## src/rtl/seven_seg_scanner.sv

```systemverilog
// seven_seg_scanner: time-multiplexed common-anode hex display driver with frame-synchronous double buffering.
// Define LEADING_ZERO_BLANK_EN to blank leading zero digits (digit 0 always shown).
module seven_seg_scanner #(
    parameter int DIGITS      = 4,
    parameter int REFRESH_DIV = 50000
) (
    input  logic                  clk,
    input  logic                  rst,
    input  logic [4*DIGITS-1:0]   value,
    input  logic                  load,
    output logic [6:0]            seg,
    output logic [DIGITS-1:0]     an,
    output logic                  frame_tick
);
    localparam int PW = $clog2(REFRESH_DIV);
    localparam int IW = DIGITS > 1 ? $clog2(DIGITS) : 1;
    localparam logic [PW-1:0] PRE_LAST = PW'(REFRESH_DIV - 1);
    localparam logic [IW-1:0] IDX_LAST = IW'(DIGITS - 1);
    localparam logic [6:0] GLYPH [16] = '{
        7'h40, 7'h79, 7'h24, 7'h30, 7'h19, 7'h12, 7'h02, 7'h78,
        7'h00, 7'h10, 7'h08, 7'h03, 7'h46, 7'h21, 7'h06, 7'h0E
    };

    logic [PW-1:0]         pre_q, pre_d;
    logic [IW-1:0]         idx_q, idx_d;
    logic [4*DIGITS-1:0]   disp_q, disp_d, pend_q, pend_d;
    logic                  pend_valid_q, pend_valid_d;
    logic                  bnd_q, bnd_d;
    logic [6:0]            seg_q, seg_d;
    logic [DIGITS-1:0]     an_q, an_d, blank;
    logic                  frame_tick_q, frame_tick_d;
    logic                  tc;
    logic [3:0]            digit;
`ifdef LEADING_ZERO_BLANK_EN
    logic                  run;
`endif

    always_comb begin
        tc           = pre_q == PRE_LAST;
        bnd_d        = tc && idx_q == IDX_LAST;
        pre_d        = tc ? '0 : pre_q + 1'b1;
        idx_d        = tc ? (idx_q == IDX_LAST ? '0 : idx_q + 1'b1) : idx_q;
        disp_d       = bnd_d && pend_valid_q ? pend_q : disp_q;
        pend_d       = load ? value : pend_q;
        pend_valid_d = load || (pend_valid_q && !bnd_d);
        digit        = 4'(disp_q >> {idx_q, 2'b00});
        blank        = '0;
`ifdef LEADING_ZERO_BLANK_EN
        run          = 1'b1;
        for (int i = DIGITS - 1; i > 0; i--) begin
            run      = run && disp_q[4*i +: 4] == 4'h0;
            blank[i] = run;
        end
`endif
        seg_d        = blank[idx_q] ? 7'h7F : GLYPH[digit];
        an_d         = ~(DIGITS'(1) << idx_q);
        // Delayed one extra cycle so the tick lines up with the first new digit on seg.
        frame_tick_d = bnd_q;
    end

    always_ff @(posedge clk) begin
        if (rst) begin
            pre_q        <= '0;
            idx_q        <= '0;
            disp_q       <= '0;
            pend_q       <= '0;
            pend_valid_q <= 1'b0;
            bnd_q        <= 1'b0;
            seg_q        <= 7'h7F;
            an_q         <= '1;
            frame_tick_q <= 1'b0;
        end else begin
            pre_q        <= pre_d;
            idx_q        <= idx_d;
            disp_q       <= disp_d;
            pend_q       <= pend_d;
            pend_valid_q <= pend_valid_d;
            bnd_q        <= bnd_d;
            seg_q        <= seg_d;
            an_q         <= an_d;
            frame_tick_q <= frame_tick_d;
        end
    end

    assign seg        = seg_q;
    assign an         = an_q;
    assign frame_tick = frame_tick_q;
endmodule

```

## config.mk

```make
export PLATFORM = sky130hd
export DESIGN_NAME = seven_seg_scanner
export DESIGN_NICKNAME = d
export VERILOG_FILES = /design/src/rtl/seven_seg_scanner.sv
export SDC_FILE = /design/constraint.sdc
export NUM_CORES = 1
export LEC_CHECK = 0
export CORE_UTILIZATION = 55
export DETAILED_ROUTE_END_ITERATION = 10
export PLACE_DENSITY = 0.87
export SKIP_CTS_REPAIR_TIMING = 1
export SLEW_MARGIN = 10
export SYNTH_ARGS = -nofsm -noshare
export SYNTH_HDL_FRONTEND = slang
export SYNTH_SLANG_ARGS = --single-unit
```

## constraint.sdc

```tcl
create_clock -name clk -period 2.2 [get_ports clk]
set_input_delay 0.22 -clock clk [delete_from_list [all_inputs] [get_ports clk]]
set_output_delay 0.22 -clock clk [all_outputs]
set_load 0.005 [all_outputs]
```

# After elaboration in Yosys (flattened, before gate mapping)
# Memory sizes are Yosys's and may differ from the RTL's. A register that Yosys moved wholly into a read port is not among the register bits.
# Index checks and enable logic that the tools add are counted.
# W data, S select, Z words.
classes:
  n_mux: 3
  n_eq_ne: 2
  n_reduce_logical: 7
  addsub: 2
  magnitude_cmp: 1
  n_shift: 2
  bitwise_logic: 2
op_table:
  columns: ["op", "n"]
  rows:
  - ["$add A16 B1 Y16 const B", 1]
  - ["$eq A16 B16 Y1 const B", 1]
  - ["$shr A16 B4 Y4", 1]
  - ["$not A4 Y5", 1]
  - ["$not A4 Y4", 1]
  - ["$reduce_or A2 Y1", 2]
  - ["$shl A1 B2 Y4 const A", 1]
  - ["$logic_and A1 B1 Y1", 3]
  - ["$lt A2 B3 Y1 const B", 1]
  - ["$add A2 B1 Y2 const B", 1]
  - ["$bmux W1 S2", 1]
  - ["$eq A2 B2 Y1 const B", 1]
  - ["$mux W2", 1]
  - ["$logic_not A1 Y1", 1]
  - ["$logic_or A1 B1 Y1", 1]
  - ["$mux W1", 1]
totals:
  romBits: 112
  mem_count: 1
  inputBits: 19
  reg_bits: 57
memory_table:
  columns: ["name", "words", "width", "read_ports", "rd_ports_with_merged_regs", "write_ports", "line_no", "rtl"]
  rows:
  - ["(no name shown)", 16, 7, 1, 1, 0, "55", "seg_d = blank[idx_q] ? 7'h7F : GLYPH[digit];"]

# Depth between registers and ports, before layout
depth:
  depth_word: 5
  depth_mapped: 8

# Least setup slack after synthesis
# No wires, ideal clock.
synth_timing:
  path_type: "register to register"
  start: "register idx_q[0]"
  end: "register seg_q[1], in the netlist seg[1]"
  n_path_buf: 1
  stages_incl_launch_ff: 7
  t_required_ns: 2.060
  setup_slack_ns: 0.305
  arrival_time_ns: 1.755
  path_cell_list: "dfxtp_1 buf_6 mux4_1 inv_1 ha_1 o211ai_1 o211ai_1"
synth_between:
  elab_chain_cells: 3
synth_lines:
  columns: ["element", "line_no", "rtl"]
  rows:
  - ["from (decl)", "25", "logic [IW-1:0] idx_q, idx_d;"]
  - ["from (signal assigned)", "74", "idx_q <= idx_d;"]
  - ["$bmux W1 S2", "55", null]
  - ["$mux W1 (implied by the code)", "55", null]
  - ["$reduce_or A2 Y1 (no source line)", null, null]
  - ["to (decl)", "29", "logic [6:0] seg_q, seg_d;"]
# Parallel ways exist; a longest one is shown, timed or not. The select of a mux whose other input is x is not followed.
# A chain may end at the register's enable or synchronous reset.

# Worst setup path in the final report
# Ends and elaborated chain as after synthesis.

==> impl_metrics.yaml <==
routing:
  drt-met1-wl_mm: 2.432
  wirelength_mm: 5.060
  wl_met3_um: 227
  drc: 0
  top_layer: "met4"
  ant_nets: 0
  routed_via_density: 5.427
  dr.pass1.iters: 4
  vias: 2073
  drtIter0Drc: 159
  route.met2.wl_mm: 2.317
  routedWlPerCell_um: 13.25
timing:
  finalSetupViolCount: 0
  slew_violations: 0
  fin_crit_sh_pct: 92.83
  tns_ns: 0
  hold_violations: 0
  grt_setup_unrepaired: "no"
  fmax_mhz: 489.6
  skew_ns: 0.008201
  worstMarginPinSlew_ns: 0.5731
  slew_headroom_pct: 61.79
  layout_min_cycle_time_ns: 2.042
yosys:
  seq_area_frac_synth_pct: 47.23
  synth_largest_area_cell: "dfxtp_1"
  synth_top_area_share_pct: 47.23
  synth_compound_area_share_pct: 10.93
  syn_avg_cell_area_um2: 9.518
  yosys.area_share.xor_xnor_pct: 3.875
  ys_ff_latch: 64
  synth_edf_count: 0
  synthFlopType: "dfxtp_1"
  synth_top_family_by_area: "simple AND/OR/NAND/NOR gates"
  syn_inst: 285
  muxShareOfSynthArea_pct: 10.24
  synth_adder_area_share_pct: 5.074
  async_flop_share_pct: 0
  syn_area_um2: 2713
  yosysMostFrequentCell: "dfxtp_1"
  yosysWarnings: 0
  syn_nets: 315
  synthSimpleGateAreaFrac_pct: 17.57
  synth.distinct_cells: 38
  synthTopCellsByArea: "dfxtp_1, mux2i_1, ha_1"
  synth_common_cells: "dfxtp_1, nor2_1, a21oi_1"
die:
  dieArea_um2: 5217
  core_area_um2: 4723
  die_h_um: 72.23
  rows: 25
  io_pins: 31
  fp.dieW_um: 72.23
  start_util_pct: 57.43
power_and_ir_drop:
  peakVddDrop_v: 0.0004492
  p_leak_nw: 1.231
  powerDensity_nw_per_um2: 767.5
placed_design:
  hpwl_mm: 3.399
  placed_area_um2: 3023
  place_congestion: 0.8276
  portBuffers: 30
cells_and_area:
  antenna_cells: 0
  area_growth_pct: 20.11
  multi_input_area_um2: 1290
  stdcell_area_um2: 3258
  drive_gt1_share_pct: 8.254
  final_util_pct: 68.98
  seqCellArea_um2: 1281
  fillers: 373
  nets: 341
grt:
  grt_antenna_before_repair: 0
  grt_pass1_wl_mm: 8.894
  grt_usage_pct: 22.53
  grt_pass1_vias: 1922
  grt_overflow: 0
  grt_max_degree: 27
clock_tree:
  cts.sinks: 64
  worstSkewPairLatency_ns: 0.34
  cts_tree: "yes"
  clockRootBuffer: "clkbuf_8"
  cts_buffers: 9
  clk_pin_slew_worst_paths_ns: 0.07
  clockBufferDepth: 2
  h-tree-depth: 3
critical_path:
  critPathArrivalTime_ns: 2.25
  path_cells: "mux4_1 > inv_1 > ha_1 > o211ai_1 > o211ai_1"
  crit_path_max_incr_delay_ns: 0.70
  cp_common_cell: "o211ai_1"
  cp-end-kind: "flip-flop"
  reg2reg_depth: 5
  cp_max_fo: 5
  crit_type: "flip-flop to flip-flop"
  required_ns: 2.41
  slowest_stage: "mux4_1"
  critPathLaunchType: "flip-flop"
min_path:
  min-delay-path-class: "flip-flop to flip-flop"
  min_path_cells: 1
job:
  maxCapViolCount: 0
outcome:
  status: "finished clean"
[path summary, 6_finish.rpt]
path	from	to	slack (ns)
worst max register to register	idx_q[0]	seg[1]	0.16
worst min-delay path	bnd_q	frame_tick	0.44
worst max-delay path	idx_q[0]	seg[1]	0.16
worst min register to register	bnd_q	frame_tick	0.44
[cell type report]
type                       instances  share of cell area [%]
tap                               67                   2.573
clock inverter                     2                   1.843
clock buffer                      13                   5.492
multi-input combinational        195                   39.59
timing repair buffer              36                   10.60
inverter                           5                  0.5760
sequential                        64                   39.32
[per-layer routing]
layer	vias up	GRT usage, %
li1	1048	-
met1	963	28.74
met2	55	34.89
met3	7	7.083
met4	0	10.46
met5	-	0
[flip-flops by register name, indices dropped and copies added, names as in the netlist]
name          count
idx_q             2
pre_q            16
an                4
pend_q           16
seg               7
bnd_q             1
pend_valid_q      1
frame_tick        1
disp_q           16
[kinds of logic after synthesis]
kind of cell,count (synthesis)
adder cells (fa/ha/maj),11
flip-flops,64
AO/OA/AOI/OAI,55
multiplexers,22
XOR/XNOR,12
buffers and inverters,26
AND/OR/NAND/NOR,95
[power breakdown]
group	switching [W]	internal [W]
registers	0.0000160	0.00119
clock network	0.000424	0.000756
logic	0.0000472	0.0000680
[cells in the final DEF, fill, tap and decap left out, drive strengths merged, types with 2 or more instances in the layout]
master and n:
ha 11, nand4 5, and4 4, nand2 14
nand3 23, o211ai 2, clkdlybuf4s50 30, buf 6
o21ai 22, nor2 34, or3 3, mux4 4
and3 3, mux2i 18, bufinv 2, a31oi 2
xnor2 2, nand2b 2, dfxtp 64, inv 5
nor2b 2, a21oi 24, clkbuf 13, xor2 10
[stage by stage]
step | worst slack, ns | hold slack, ns | total power, W | cells
floorplan | 0.3050 | 0.3561 | 0.001285 | 285
global placement | 0.2865 | 0.4225 | 0.001341 | 367
detailed placement | 0.1821 | 0.4204 | 0.001346 | 367
CTS | 0.1719 | 0.4361 | 0.002527 | 382
global route | 0.02930 | 0.4740 | 0.002595 | 382
finish | 0.1577 | 0.4354 | 0.002500 | 382
[critical path, delay by kind of cell (launching register included)]
| kind | cells | cell delay, ns |
|---|---|---|
| buffers and inverters | 1 | 0.17 |
| adder cells (fa/ha/maj) | 1 | 0.26 |
| AO/OA/AOI/OAI | 2 | 0.30 |
| multiplexers | 1 | 0.70 |
| flip-flops | 1 | 0.48 |
No activity file was read; power rests on OpenSTA's default activity.
